[src/rtl/piezo_alert_sched.sv]
// Prioritising beep scheduler for the piezo tone path: arbitrates ovr_spd > batt_low > moving
// and gates the tone generator with each alert's own ON/OFF cadence, timed on a prescaled tick.
module piezo_alert_sched #(
    parameter int unsigned TICK_DIV = 50000,
    parameter int unsigned CNT_W    = 12,
    parameter int unsigned OVR_ON   = 100,
    parameter int unsigned OVR_OFF  = 100,
    parameter int unsigned BATT_ON  = 200,
    parameter int unsigned BATT_OFF = 800,
    parameter int unsigned MOV_ON   = 100,
    parameter int unsigned MOV_OFF  = 1900
) (
    input  logic       clk,
    input  logic       rst_n,
    input  logic       moving,
    input  logic       batt_low,
    input  logic       ovr_spd,
    output logic       tone_en,
    output logic [1:0] alert_id,
    output logic       busy,
    output logic       period_done
);

    localparam int unsigned PW = $clog2(TICK_DIV);
    localparam logic [PW-1:0] PRESC_MAX = PW'(TICK_DIV - 1);
    localparam logic [1:0] ID_NONE = 2'b00;
    localparam logic [1:0] ID_MOV  = 2'b01;
    localparam logic [1:0] ID_BATT = 2'b10;
    localparam logic [1:0] ID_OVR  = 2'b11;

    typedef enum logic [1:0] {StIdle, StBeepOn, StBeepOff} state_e;

    state_e           state_q;
    logic [2:0]       req_q;      // {ovr_spd, batt_low, moving}
    logic [PW-1:0]    presc_q;
    logic [CNT_W-1:0] cnt_q;
    logic [1:0]       cur_q;

    logic       tick;
    logic       preempt;
    logic       phase_end;
    logic [1:0] winner;

    function automatic logic [CNT_W-1:0] on_len(input logic [1:0] id);
        case (id)
            ID_OVR:  on_len = CNT_W'(OVR_ON);
            ID_BATT: on_len = CNT_W'(BATT_ON);
            default: on_len = CNT_W'(MOV_ON);
        endcase
    endfunction

    function automatic logic [CNT_W-1:0] off_len(input logic [1:0] id);
        case (id)
            ID_OVR:  off_len = CNT_W'(OVR_OFF);
            ID_BATT: off_len = CNT_W'(BATT_OFF);
            default: off_len = CNT_W'(MOV_OFF);
        endcase
    endfunction

    always_comb begin
        winner = ID_NONE;
        if (req_q[2]) begin
            winner = ID_OVR;
        end else if (req_q[1]) begin
            winner = ID_BATT;
        end else if (req_q[0]) begin
            winner = ID_MOV;
        end
    end

    assign tick      = (presc_q == PRESC_MAX);
    assign preempt   = (state_q != StIdle) && req_q[2] && (cur_q != ID_OVR);
    assign phase_end = tick && (cnt_q == CNT_W'(1));

    always_ff @(posedge clk) begin
        if (!rst_n) begin
            state_q     <= StIdle;
            req_q       <= '0;
            presc_q     <= '0;
            cnt_q       <= '0;
            cur_q       <= ID_NONE;
            period_done <= 1'b0;
        end else begin
            req_q       <= {ovr_spd, batt_low, moving};
            period_done <= 1'b0;
            case (state_q)
                StIdle: begin
                    presc_q <= '0;
                    if (|req_q) begin
                        state_q <= StBeepOn;
                        cur_q   <= winner;
                        cnt_q   <= on_len(winner);
                    end
                end
                StBeepOn, StBeepOff: begin
                    if (preempt) begin
                        // Over-speed aborts any lower beep at once; the aborted period
                        // never reports completion.
                        state_q <= StBeepOn;
                        cur_q   <= ID_OVR;
                        cnt_q   <= on_len(ID_OVR);
                        presc_q <= '0;
                    end else begin
                        presc_q <= tick ? '0 : presc_q + 1'b1;
                        if (phase_end) begin
                            if (state_q == StBeepOn) begin
                                state_q <= StBeepOff;
                                cnt_q   <= off_len(cur_q);
                            end else begin
                                period_done <= 1'b1;
                                if (|req_q) begin
                                    state_q <= StBeepOn;
                                    cur_q   <= winner;
                                    cnt_q   <= on_len(winner);
                                end else begin
                                    state_q <= StIdle;
                                    cur_q   <= ID_NONE;
                                end
                            end
                        end else if (tick) begin
                            cnt_q <= cnt_q - 1'b1;
                        end
                    end
                end
                default: begin
                    state_q <= StIdle;
                    cur_q   <= ID_NONE;
                    presc_q <= '0;
                end
            endcase
        end
    end

    assign tone_en  = (state_q == StBeepOn);
    assign busy     = (state_q != StIdle);
    assign alert_id = cur_q;

endmodule
[config.mk]
export PLATFORM = sky130hd
export DESIGN_NAME = piezo_alert_sched
export DESIGN_NICKNAME = d
export VERILOG_FILES = /design/src/rtl/piezo_alert_sched.sv
export SDC_FILE = /design/constraint.sdc
export NUM_CORES = 1
export LEC_CHECK = 0
export ABC_AREA = 0
export BUFFER_PORTS_ARGS = -buffer_cell sky130_fd_sc_hd__buf_2
export CAP_MARGIN = 10
export CORE_MARGIN = 2
export CORE_UTILIZATION = 40
export CTS_BUF_LIST = sky130_fd_sc_hd__clkbuf_16
export DETAILED_ROUTE_END_ITERATION = 12
export PLACE_DENSITY = 0.67
export SLEW_MARGIN = 20
export SYNTH_ARGS = -nofsm -noshare
export SYNTH_HDL_FRONTEND = slang
export SYNTH_SLANG_ARGS = --single-unit
[constraint.sdc]
create_clock -name clk -period 4 [get_ports clk]
set_clock_uncertainty 0.05 [all_clocks]
set_input_delay 0.2 -clock clk [delete_from_list [all_inputs] [get_ports clk]]
set_output_delay 0.2 -clock clk [all_outputs]
set_load 0.005 [all_outputs]
* Word-level counts from Yosys, hierarchy flattened
Index checks and enable logic that the tools add are counted.
** Storage, ports and cells
- Register bits :: 36
- Latch bits :: 0
- Memory bits (writable) :: 0
- Memory bits (read-only) :: 0
- Output and inout bits :: 5
- Memories :: 0
** Operators by class
- Add/subtract/negate cells :: 2
- $mul :: 0
- Divide/modulo/power cells :: 0
- Order comparisons :: 0
- Eq/ne operators :: 12
- Shift operators :: 0
- Muxes and demuxes :: 24
- Bitwise operators :: 3
- Reduce and logical (&&, ||, !) cells :: 13
** Operators with widths (number)
- 2-to-1 mux 12 bit :: 5
- case mux 12 bit (2 select lines) :: 1
- 2-to-1 mux 2 bit :: 11
- case mux 11 bit (2 select lines) :: 1
- adder 16 x 1 -> 16 bit (second input constant) :: 1
- == test 16 bit (second input constant) :: 1
- == test 12 x 1 -> 1 bit (second input constant) :: 1
- subtractor 12 x 1 -> 12 bit (second input constant) :: 1
- == test 2 bit (second input constant) :: 4
- 2-to-1 mux 8 bit :: 1
- case mux 2 bit (2 select lines) :: 2
- OR reduction 4 bit :: 2
- inequality test 3 bit (second input constant) :: 2
- inequality test 2 bit (second input constant) :: 2
- inequality test 4 bit (second input constant) :: 1
- AND reduction 2 bit :: 2
- nonzero test 2 bit :: 2
- logical AND 1 bit :: 3
- 2-to-1 mux 1 bit :: 3
- inverter 1 bit :: 3
- AND reduction 3 bit :: 1
- OR reduction 3 bit :: 1
- == test 2 x 1 -> 1 bit (second input constant) :: 1
- logical NOT 2 bit :: 1
- OR reduction 2 bit :: 1

* Depth between registers and ports, before layout
Gate-level depths: netlist (run 1).
- Word-level depth :: 10
- Depth in mapped cells :: 9
- Gate-level depth less buffers :: 8

* Least setup slack after synthesis (run 1)
OpenSTA, ideal clock, no wires.
- Kind :: reg-to-reg
- Start point :: reg cnt_q[4]
- End point :: reg cnt_q[11]
- Arrival :: 2.064 ns
- Setup slack :: 1.772 ns
- Cell stages (with the launch flop) :: 7
- Clock period less this slack :: 2.228 ns
- Path through :: dfxtp_1 -> or4_4 -> or4b_4 -> a2111o_1 -> o21ai_1 -> nand2_1 -> a21o_1
** Between the ends
- Longest elaborated chain between the ends :: 5
** Ends and longest elaborated chain
- start: declaration :: RTL line 36 : logic [CNT_W-1:0] cnt_q;
- start signal: assignment :: RTL line 92 : cnt_q <= on_len(winner);
- start signal: assignment :: RTL line 101 : cnt_q <= on_len(ID_OVR);
- start signal: assignment :: RTL line 108 : cnt_q <= off_len(cur_q);
- subtractor 12 x 1 -> 12 bit or == test 12 x 1 -> 1 bit (tied branches) :: RTL line 121, 73
- 2-to-1 mux 12 bit or logical AND 1 bit (tied branches) :: RTL line 120, 73
- 2-to-1 mux 12 bit :: RTL line 105 : if (phase_end) begin
- 2-to-1 mux 12 bit :: RTL line 96 : if (preempt) begin
- case mux 12 bit (2 select lines) :: RTL line 86 : case (state_q)
Parallel ways exist; a longest one is shown, timed or not. The select of a mux whose other input is x is not followed.
A chain may end at the register's enable or synchronous reset.

* Worst setup path in the final report (run 1)
- Start point :: reg cnt_q[0]
- End point :: reg state_q[1]
** Between the ends
- Longest elaborated chain between the ends :: 4
** Ends and longest elaborated chain
- == test 12 x 1 -> 1 bit :: RTL line 73 : assign phase_end = tick && (cnt_q == CNT_W'(1));
- logical AND 1 bit :: RTL line 73
- inequality test 3 bit (no line)
- AND reduction 2 bit (no line)
- end signal: assignment :: RTL line 77 : state_q <= StIdle;
- end signal: assignment :: RTL line 90 : state_q <= StBeepOn;
- end signal: assignment :: RTL line 99 : state_q <= StBeepOn;
- end: declaration :: RTL line 33 : state_e state_q;
No other way between the ends.

==> results of run 1 <==
==> worst max-delay path: cells and delay by family, from the launching register on <==
family / cells / cell delay (ns)
AOI/OAI and AO/OA: 3 / 0.72
adders and majority gates: 1 / 0.19
DFF: 1 / 0.41
and+or+nand+nor: 3 / 1.31
==> metrics by stage <==
stage,cells,worst slack [ns]
2_1_floorplan,256,1.77
3_3_place_gp,323,1.58
3_5_place_dp,323,1.42
4_1_cts,331,1.32
5_1_grt,331,1.12
6_report,331,1.24
==> cells in the final DEF, fill, tap and decap left out, drive strengths merged, types with 3 or more instances in the layout <==
cell type	instances
a21o	4
a21oi	14
a31oi	4
and2	3
and3	6
buf	9
clkbuf	5
dfxtp	36
ha	6
inv	12
nand2	24
nand3	10
nor2	36
nor3	9
nor4	7
o21ai	18
o2bb2ai	3
or3	3
xnor2	9
xor2	9
==> cell usage after synthesis, types with 2 or more instances <==
cell type                   instances  share of area
sky130_fd_sc_hd__dfxtp_1           36           0.36
sky130_fd_sc_hd__nor2_1            36          0.067
sky130_fd_sc_hd__nand2_1           24          0.045
sky130_fd_sc_hd__a21oi_1           14          0.035
sky130_fd_sc_hd__inv_1             12          0.022
sky130_fd_sc_hd__nand3_1           10          0.025
sky130_fd_sc_hd__o21ai_1           10          0.025
sky130_fd_sc_hd__clkbuf_1           9          0.017
sky130_fd_sc_hd__nor3_1             9          0.022
sky130_fd_sc_hd__xnor2_1            9          0.039
sky130_fd_sc_hd__xor2_1             9          0.039
sky130_fd_sc_hd__nor4_1             7          0.022
sky130_fd_sc_hd__o21ai_0            7          0.017
sky130_fd_sc_hd__and3_1             6          0.019
sky130_fd_sc_hd__ha_1               6          0.037
sky130_fd_sc_hd__a21o_1             4          0.015
sky130_fd_sc_hd__a31oi_1            4          0.012
sky130_fd_sc_hd__and2_1             3         0.0094
sky130_fd_sc_hd__o2bb2ai_1          3          0.013
sky130_fd_sc_hd__or3_1              3         0.0094
sky130_fd_sc_hd__a211oi_1           2         0.0075
sky130_fd_sc_hd__and4_1             2         0.0087
sky130_fd_sc_hd__and4b_1            2          0.010
sky130_fd_sc_hd__nand2b_1           2         0.0062
sky130_fd_sc_hd__nand4_1            2         0.0062
sky130_fd_sc_hd__nor4b_1            2         0.0087
sky130_fd_sc_hd__o21a_1             2         0.0075
sky130_fd_sc_hd__o221ai_1           2         0.0087
sky130_fd_sc_hd__o22ai_1            2         0.0062
sky130_fd_sc_hd__o31ai_1            2         0.0075
==> power by group through the flow <==
stage | clock (uW) | sequential, uW | combinational, uW
final | 444 | 503 | 785
after global routing | 463 | 514 | 864
after CTS | 450 | 500 | 765
after detailed placement | 0 | 507 | 755
after global placement | 0 | 504 | 760
after floorplan | 0 | 487 | 601
==> flip-flops by register name, summed over array words and instances (netlist names) <==
| name | flops |
|---|---|
| period_done | 1 |
| req_q | 3 |
| state_q | 2 |
| cnt_q | 12 |
| presc_q | 16 |
| alert_id | 2 |
==> cells by family after synthesis <==
kind of cell / after synthesis
DFF: 36
buffers and inverters: 21
AOI/OAI and AO/OA: 61
and+or+nand+nor: 114
adders and majority gates: 6
xor gates and xnor gates: 18
==> worst max-delay path by stage <==
stage	startpoint	to	slack [ns]	cells past startpoint
global route	cnt_q[0]	state_q[1]	1.12	7
floorplan	cnt_q[4]	cnt_q[11]	1.77	6
detailed placement	cnt_q[0]	state_q[1]	1.42	7
global placement	cnt_q[0]	state_q[1]	1.58	7
CTS	cnt_q[0]	state_q[1]	1.32	7
finish	cnt_q[0]	state_q[1]	1.24	7
==> per-layer routing <==
layer,GRT usage,vias up,share of wire
li1,-,925,-
met1,0.265,866,0.50
met2,0.282,85,0.42
met3,0.0455,12,0.066
met4,0.0595,0,0.019
met5,0,-,0
==> cell type report <==
cell class | instances | area, um2
clock buffers | 5 | 125
clock inverters | 3 | 42.5
fillers | 482 | 2520
inverters | 12 | 45.0
multi-input cells | 199 | 1200
flip-flops and latches | 36 | 721
well taps | 67 | 83.8
repair buffers | 9 | 45.0
==> results.json, run 1 <==
{
  "outcome": "complete, no violations",
  "switching_share": 0.412,
  "total_power_uw": 1730,
  "standard_cell_with_the_maximum_stage_delay_on_the_critical_path": "sky130_fd_sc_hd__or4b_1",
  "cts-hold-fix-buffers": 0,
  "cts.repair.resized": 0,
  "critical_path.reg2reg.endpoint": "state_q[1]",
  "synthFlopType": "sky130_fd_sc_hd__dfxtp_1",
  "total_net_switching_power_uw": 714,
  "htree_num_levels": 2,
  "cp-start-kind": "register",
  "grt_pass1_vias": 1673,
  "synth_fa_ha_area_frac": 0.0375,
  "globalRouteTotalUtil": 0.188,
  "grt_pass1_wl_um": 8070,
  "synth.cell_area_um2": 2000,
  "worst_slew_pin_slew_ns": 0.690,
  "floorplan.die.height_um": 74.8,
  "reg2reg_slack_ns": 1.24,
  "avgRoutedWirePerCell_um": 14.3,
  "drt_iter0_drc": 214,
  "xor_xnor_fraction_of_synth_area": 0.0787,
  "min_delay_path_depth": 2,
  "fin_setup_tns_ns": 0,
  "synthesis.nets": 267,
  "slew_headroom": 0.536,
  "grt_remaining_overflow": 0,
  "combinational_power_share": 0.453,
  "worst_skew_pair.late_latency_ns": 0.28,
  "worstReg2RegStart": "cnt_q[0]",
  "maxClockFrequency_mhz": 362,
  "slowest_delay_ns": 0.49,
  "detail_route.first_pass.iterations": 5,
  "route.detailed.drc": 0,
  "gpl_congestion": 0.881,
  "antenna_found_initial": 0,
  "power.density_cell_area_nw_per_um2": 764,
  "setup_viol_count_final": 0,
  "yosys-mux-area-fraction": 0,
  "clock_sinks": 36,
  "crit_chain": "ha_1, nor4b_1, nand4b_1, o21ai_2, o21ai_1, or4b_1, a21oi_1",
  "clock_tree_from_tritoncts": "built",
  "finalNetCount": 274,
  "critPathArrivalTime_ns": 2.92,
  "dp.final_hpwl_um": 3280,
  "route.vias.total": 1888,
  "sequentialPowerShare": 0.290,
  "drv.max_cap_violation_count": 0,
  "worst-r2r-cell-count": 7,
  "grt_setup_unrepaired": "false",
  "floorplan.die.width_um": 74.8,
  "io_buffer_count": 9,
  "tritoncts.num_buffers": 5,
  "postSynth.asyncResetShare": 0,
  "synth_compound_area_frac": 0.197,
  "worstHoldStart": "moving",
  "area_growth_syn_to_layout_pct": 13.1,
  "timing.final.crit_period_ns": 2.76,
  "endpoint_required_time_on_the_critical_path_ns": 4.16,
  "worstPathMaxFanout": 10,
  "antenna_left": 0,
  "crit_type": "reg -> reg",
  "timing_hold_violations_final": 0,
  "post_route_cells_drive_above_1_share": 0.0833,
  "drt-total-wl_um": 4750,
  "floorplan.initialDensity": 0.419,
  "hold_path.class": "in -> reg",
  "via_per_inst": 5.70,
  "antenna_cells": 0,
  "clock_power_share": 0.256,
  "floorplan.core_area_um2": 4790,
  "synth-edff-count": 0,
  "ys_ff_latch": 36,
  "final.hold.worst_slack_ns": 0.0724,
  "worst_setup_path_end_kind": "register",
  "synth-seq-area-share": 0.360,
  "fin_area_um2": 2270,
  "finalCritPeriodShare": 0.690,
  "p_leak_uw": 0.000874,
  "place_area_um2": 2100,
  "internal_power_uw": 1020,
  "largest_family_of_logic_cells_by_synthesized_area": "simple AND/OR/NAND/NOR gates",
  "ioPinCount": 10,
  "clockBufferDepth": 2,
  "syn_inst": 256,
  "die_area_um2": 5590,
  "ys_warns": 0,
  "vdd_ir_drop_max_uv": 340,
  "holdPathEnd": "req_q[0]",
  "yosys.area_share.simple": 0.288,
  "root_buf_cell": "sky130_fd_sc_hd__clkbuf_16",
  "syn_avg_cell_area_um2": 7.83,
  "rows": 25,
  "grt_start_max_net_pins": 17,
  "final_core_utilization": 0.474,
  "path_clk_slew_ns": 0.06,
  "cts_setup_buffers": 0,
  "final-max-slew-violation-count": 0,
  "synth.lib_cells_used.distinct": 45
}
No activity file was read; power rests on OpenSTA's default activity.
==> run 2: changes to the inputs <==
--- a/config.mk
+++ b/config.mk
@@ -12,7 +12,7 @@
 export CORE_UTILIZATION = 40
 export CTS_BUF_LIST = sky130_fd_sc_hd__clkbuf_16
 export DETAILED_ROUTE_END_ITERATION = 12
-export PLACE_DENSITY = 0.67
+export PLACE_DENSITY = 0.69
 export SLEW_MARGIN = 20
 export SYNTH_ARGS = -nofsm -noshare
 export SYNTH_HDL_FRONTEND = slang
==> constraint.sdc (replaced) <==
create_clock -name clk -period 2.41 [get_ports clk]
set_clock_uncertainty 0.05 [all_clocks]
set_input_delay 0.1205 -clock clk [delete_from_list [all_inputs] [get_ports clk]]
set_output_delay 0.1205 -clock clk [all_outputs]
set_load 0.005 [all_outputs]
==> run 2 against run 1 <==
Effect of this change:
- register-to-register slack worse by 1.1 ns
- power rose by 70%
- die area is the same
- sequential power rose by 61%
- final area grew 3.8%
- maximum frequency up 21%
- cell count up 3.3%
- clock power is 65% higher
- via count decreased by 1.7%
- critical path type unchanged
- largest power group unchanged
==> results.json, run 2 (synthesized netlist as in run 1, its figures left out) <==
{
  "outcome": "complete, no violations",
  "hold_path.class": "in -> reg",
  "antenna_left": 0,
  "globalRouteTotalUtil": 0.184,
  "p_leak_uw": 0.000930,
  "power.density_cell_area_nw_per_um2": 1250,
  "gpl_congestion": 0.916,
  "drt-total-wl_um": 4670,
  "floorplan.die.width_um": 74.8,
  "dp.final_hpwl_um": 3370,
  "via_per_inst": 5.43,
  "reg2reg_slack_ns": 0.13,
  "clock_sinks": 36,
  "grt_pass1_wl_um": 7760,
  "maxClockFrequency_mhz": 439,
  "total_power_uw": 2940,
  "htree_num_levels": 2,
  "combinational_power_share": 0.475,
  "cts.repair.resized": 0,
  "worst-r2r-cell-count": 7,
  "finalNetCount": 285,
  "worstSetupStartpoint": "cnt_q[0]",
  "root_buf_cell": "sky130_fd_sc_hd__clkbuf_16",
  "antenna_cells": 0,
  "critical_path.reg2reg.endpoint": "cnt_q[5]",
  "clock_tree_from_tritoncts": "built",
  "drv.max_cap_violation_count": 0,
  "avgRoutedWirePerCell_um": 13.6,
  "critical_path.top_delay_family": "simple AND/OR/NAND/NOR gates",
  "fin_setup_tns_ns": 0,
  "flip_flop_count_of_the_largest_register_all_copies_and_words_added": 16,
  "timing.final.crit_period_ns": 2.28,
  "setup_viol_count_final": 0,
  "floorplan.core_area_um2": 4790,
  "drt_iter0_drc": 167,
  "post_route_cells_drive_above_1_share": 0.105,
  "layout_top_registers": "presc_q (16), cnt_q (12), req_q (3)",
  "wl_met1_um": 2290,
  "critPathArrivalTime_ns": 2.38,
  "layout.cells.most_common_list": "sky130_fd_sc_hd__nor2_1 (36), sky130_fd_sc_hd__dfxtp_1 (36), sky130_fd_sc_hd__nand2_1 (24)",
  "worstReg2RegStart": "cnt_q[0]",
  "finalCritPeriodShare": 0.944,
  "switching_share": 0.399,
  "rows": 25,
  "slowest_delay_ns": 0.42,
  "grt_setup_unrepaired": "false",
  "place_worst_setup_slack_ns": 0.166,
  "area_growth_syn_to_layout_pct": 17.4,
  "largest_register_by_flop_count": "presc_q",
  "internal_power_uw": 1770,
  "postLayoutSetupSlackWorst_ns": 0.134,
  "grt_pass1_vias": 1650,
  "route.detailed.drc": 0,
  "floorplan.initialDensity": 0.419,
  "detail_route.first_pass.iterations": 4,
  "standard_cell_with_the_maximum_stage_delay_on_the_critical_path": "sky130_fd_sc_hd__dfxtp_1",
  "io_buffer_count": 9,
  "worst_setup_path_end_kind": "register",
  "die_area_um2": 5590,
  "path_clk_slew_ns": 0.06,
  "vdd_ir_drop_max_uv": 512,
  "route.vias.total": 1856,
  "worstPathMaxFanout": 6,
  "antenna_found_initial": 0,
  "floorplan.die.height_um": 74.8,
  "grt_start_max_net_pins": 17,
  "timing.critical_path.buf_inv": 0,
  "ioPinCount": 10,
  "clock_power_share": 0.249,
  "timing_hold_violations_final": 0,
  "wl_met2_um": 1980,
  "cp-start-kind": "register",
  "crit_chain": "ha_1, nor4b_1, and4b_1, a21oi_1, or3_1, o21ai_0, a21oi_1",
  "worstHoldStart": "rst_n",
  "cp_num_cells": 7,
  "clockBufferDepth": 2,
  "grt_remaining_overflow": 0,
  "worst_skew_pair.late_latency_ns": 0.29,
  "worst_slew_pin_slew_ns": 0.632,
  "slew_headroom": 0.575,
  "total_net_switching_power_uw": 1170,
  "final-max-slew-violation-count": 0,
  "cp-endpoint": "cnt_q[5]",
  "top_signal_layer_used": "met4",
  "sequentialPowerShare": 0.276,
  "tritoncts.num_buffers": 5,
  "crit_path_frequent_cell": "sky130_fd_sc_hd__a21oi_1",
  "dr_wl_met3_um": 286,
  "final_core_utilization": 0.492,
  "crit_type": "reg -> reg",
  "endpoint_required_time_on_the_critical_path_ns": 2.51
}
[run 2: routing by layer]
metal	GRT usage	up-vias
li1	-	942
met1	0.261	848
met2	0.258	55
met3	0.0482	11
met4	0.0893	0
met5	0	-
[run 2: worst reg2reg max path, delay by kind of cell, from the launching register on]
kind,cells,cell delay (ns)
flops,1,0.42
fa+ha+maj,1,0.18
compound gates,3,0.43
simple gates,3,1.07
[run 2: power by group through the flow]
stage	Clock (uW)	Sequential [uW]	Combinational, uW
floorplan	0	808	998
CTS	745	811	1380
detailed placement	0	823	1370
global route	766	830	1560
global placement	0	819	1360
finish	733	812	1400
[run 2: worst min path at each step]
stage                    end  slack [ns]  depth (start not counted)
global placement    req_q[1]        0.28                          2
CTS                 cnt_q[3]        0.16                          2
finish              cnt_q[3]        0.17                          2
global route        cnt_q[3]        0.19                          2
detailed placement  req_q[0]        0.28                          2
floorplan           req_q[0]        0.20                          1
[run 2: repair_timing]
action / CTS / global route
buffers inserted: 0 / 0
endpoints found under the hold margin: 3 / 0
hold buffers: 3 / 0
[run 2: per-stage QoR]
step	hold slack, ns	std cells	instance area, um2
3_3_place_gp	0.276	331	2160
3_5_place_dp	0.279	331	2160
5_1_grt	0.186	342	2350
4_1_cts	0.164	342	2350
6_report	0.172	342	2350
2_1_floorplan	0.198	256	2000
[run 2: area by class of cell]
type / instances / area (um2)
Fill cell: 454 / 2430
Sequential cell: 36 / 721
Multi-Input combinational cell: 199 / 1200
Clock inverter: 3 / 38.8
Timing Repair Buffer: 20 / 135
Tap cell: 67 / 83.8
Inverter: 12 / 45.0
Clock buffer: 5 / 125
==> run 3: changes to the inputs <==
--- a/config.mk
+++ b/config.mk
@@ -5,7 +5,7 @@
 export SDC_FILE = /design/constraint.sdc
 export NUM_CORES = 1
 export LEC_CHECK = 0
-export ABC_AREA = 0
+export ABC_AREA = 1
 export BUFFER_PORTS_ARGS = -buffer_cell sky130_fd_sc_hd__buf_2
 export CAP_MARGIN = 10
 export CORE_MARGIN = 2
==> run 3 against run 2 <==
Effect of this change:
- die area rose by 15%
- synthesized cell count rose by 37%
- global-route usage fell by 0.059 points
- hold slack got worse by 0.0055 ns
- sequential power rose by 3.9%
- sequential share of layout area fell by 2.9 points
- critical endpoint is now cnt_q[1]
- largest cell class unchanged
==> results.json, run 3 <==
{
  "cp-start-kind": "register",
  "layout_top_registers": "presc_q (16), cnt_q (12), req_q (3)",
  "avgRoutedWirePerCell_um": 12.8,
  "grt_setup_unrepaired": "false",
  "critical_path.reg2reg.endpoint": "cnt_q[1]",
  "syn_avg_cell_area_um2": 6.61,
  "path_clk_slew_ns": 0.06,
  "synth_largest_type_area_fraction": 0.312,
  "post_route_cells_drive_above_1_share": 0.116,
  "drt-total-wl_um": 5580,
  "finalCritPeriodShare": 0.840,
  "cts_setup_buffers": 0,
  "worstPathMaxFanout": 12,
  "dp.final_hpwl_um": 4050,
  "layout.cells.most_common_list": "sky130_fd_sc_hd__nand2_1 (76), sky130_fd_sc_hd__nor2_1 (42), sky130_fd_sc_hd__inv_1 (41)",
  "route.vias.total": 2318,
  "syn_inst": 350,
  "final-max-slew-violation-count": 0,
  "drv.max_cap_violation_count": 0,
  "total_power_uw": 3490,
  "setup_viol_count_final": 0,
  "die_area_um2": 6400,
  "critPathArrivalTime_ns": 2.12,
  "synthesis.nets": 361,
  "finalNetCount": 373,
  "gpl_congestion": 0.876,
  "power.density_cell_area_nw_per_um2": 1340,
  "route.detailed.drc": 0,
  "tritoncts.num_buffers": 5,
  "synthTopCellsByCount": "sky130_fd_sc_hd__nand2_1 (76), sky130_fd_sc_hd__nor2_1 (42), sky130_fd_sc_hd__inv_1 (41), sky130_fd_sc_hd__dfxtp_1 (36), sky130_fd_sc_hd__nand3_1 (30)",
  "largest_register_by_flop_count": "presc_q",
  "worst_setup_path_end_kind": "register",
  "crit_type": "reg -> reg",
  "clock_sinks": 36,
  "drt_iter0_drc": 123,
  "synthFlopType": "sky130_fd_sc_hd__dfxtp_1",
  "slew_headroom": 0.603,
  "endpoint_required_time_on_the_critical_path_ns": 2.50,
  "yosys.area.top_type": "sky130_fd_sc_hd__dfxtp_1",
  "floorplan.core_area_um2": 5540,
  "cts.repair.resized": 0,
  "worst_skew_pair.late_latency_ns": 0.28,
  "floorplan.die.width_um": 80.0,
  "rows": 27,
  "flip_flop_count_of_the_largest_register_all_copies_and_words_added": 16,
  "htree_num_levels": 2,
  "grt_remaining_overflow": 0,
  "synth.cell_area_um2": 2310,
  "synth-seq-area-share": 0.312,
  "mostFrequentLayoutCell": "sky130_fd_sc_hd__nand2_1",
  "worstSetupStartpoint": "state_q[0]",
  "globalRouteTotalUtil": 0.183,
  "worstReg2RegStart": "state_q[0]",
  "postSynth.asyncResetShare": 0,
  "via_per_inst": 5.33,
  "hold_path.class": "in -> reg",
  "synth.lib_cells_used.distinct": 35,
  "clock_tree_from_tritoncts": "built",
  "grt_start_max_net_pins": 18,
  "root_buf_cell": "sky130_fd_sc_hd__clkbuf_16",
  "vdd_ir_drop_max_uv": 721,
  "detail_route.first_pass.iterations": 5,
  "ys_warns": 0,
  "maxClockFrequency_mhz": 494,
  "reg2reg_slack_ns": 0.38,
  "timing_hold_violations_final": 0,
  "clockBufferDepth": 2,
  "p_leak_uw": 0.00112,
  "timing.final.crit_period_ns": 2.03,
  "floorplan.die.height_um": 80.0,
  "floorplan.initialDensity": 0.417,
  "worst-r2r-cell-count": 9,
  "synth-edff-count": 0,
  "area_growth_syn_to_layout_pct": 12.5,
  "ys_ff_latch": 36,
  "cts-hold-fix-buffers": 3,
  "grt_pass1_vias": 2038,
  "io_buffer_count": 9,
  "antenna_left": 0,
  "antenna_found_initial": 0,
  "worst_slew_pin_slew_ns": 0.596,
  "outcome": "complete, no violations",
  "fin_setup_tns_ns": 0,
  "yosys-top-cells-area": "sky130_fd_sc_hd__dfxtp_1 (31%), sky130_fd_sc_hd__nand2_1 (12%), sky130_fd_sc_hd__nor2_1 (6.8%)",
  "synth.most_common_cell": "sky130_fd_sc_hd__nand2_1",
  "grt_pass1_wl_um": 9320,
  "antenna_cells": 0,
  "cp-endpoint": "cnt_q[1]",
  "ioPinCount": 10
}
[run 3: logic make-up after synthesis]
| logic type | after synthesis | synth area share |
|---|---|---|
| xor gates and xnor gates | 10 | 0.0379 |
| DFF | 36 | 0.312 |
| buffers and inverters | 54 | 0.0969 |
| adders and majority gates | 6 | 0.0325 |
| and+or+nand+nor | 184 | 0.372 |
| AOI/OAI and AO/OA | 60 | 0.149 |
[run 3: final cells by class]
class,count,area [um2]
Sequential cell,36,721
Fill cell,571,2940
Clock inverter,3,42.5
Inverter,46,173
Timing Repair Buffer,13,82.6
Multi-Input combinational cell,260,1370
Clock buffer,5,125
Tap cell,72,90.1
[run 3: metal layers]
layer	wire length (um)	GRT usage	vias to the layer above
met1	2610	0.249	1056
li1	-	-	1167
met5	0	0	-
met3	343	0.0317	9
met2	2520	0.287	86
met4	97	0.0746	0
[run 3: how the worst min path moves through the flow]
| stage | from | to | slack [ns] | cells after the start |
|---|---|---|---|---|
| floorplan | moving | req_q[0] | 0.17 | 2 |
| global placement | ovr_spd | req_q[2] | 0.25 | 3 |
| detailed placement | moving | req_q[0] | 0.26 | 3 |
| CTS | rst_n | req_q[2] | 0.16 | 3 |
| global route | rst_n | req_q[2] | 0.20 | 3 |
| finish | rst_n | req_q[2] | 0.17 | 3 |
[run 3: power breakdown]
part	total (uW)	internal, uW	switching (uW)	leakage (uW)
Clock	750	486	264	0.0000798
Combinational	1900	653	1240	0.000750
Sequential	844	722	123	0.000294
Total	3490	1860	1630	0.00112
[run 3: through the flow]
stage          cell area [um2]  std cells  hold WS, ns  utilization  setup WS, ns
2_1_floorplan             2310        350        0.168            -         0.676
3_3_place_gp              2400        424        0.253        0.434         0.472
3_5_place_dp              2400        424        0.258        0.434         0.392
4_1_cts                   2600        435        0.161        0.470         0.387
5_1_grt                   2600        435        0.199        0.470         0.170
6_report                  2600        435        0.166        0.470         0.385
[run 3: worst max-delay path: stages (launching register included)]
cell                      delay, ns
sky130_fd_sc_hd__dfxtp_1       0.38
sky130_fd_sc_hd__inv_1         0.06
sky130_fd_sc_hd__ha_1          0.30
sky130_fd_sc_hd__inv_2         0.09
sky130_fd_sc_hd__a31oi_4       0.32
sky130_fd_sc_hd__nand2_1       0.10
sky130_fd_sc_hd__nand2_1       0.33
sky130_fd_sc_hd__o21ai_0       0.13
sky130_fd_sc_hd__nand2_1       0.07
sky130_fd_sc_hd__a21oi_1       0.05
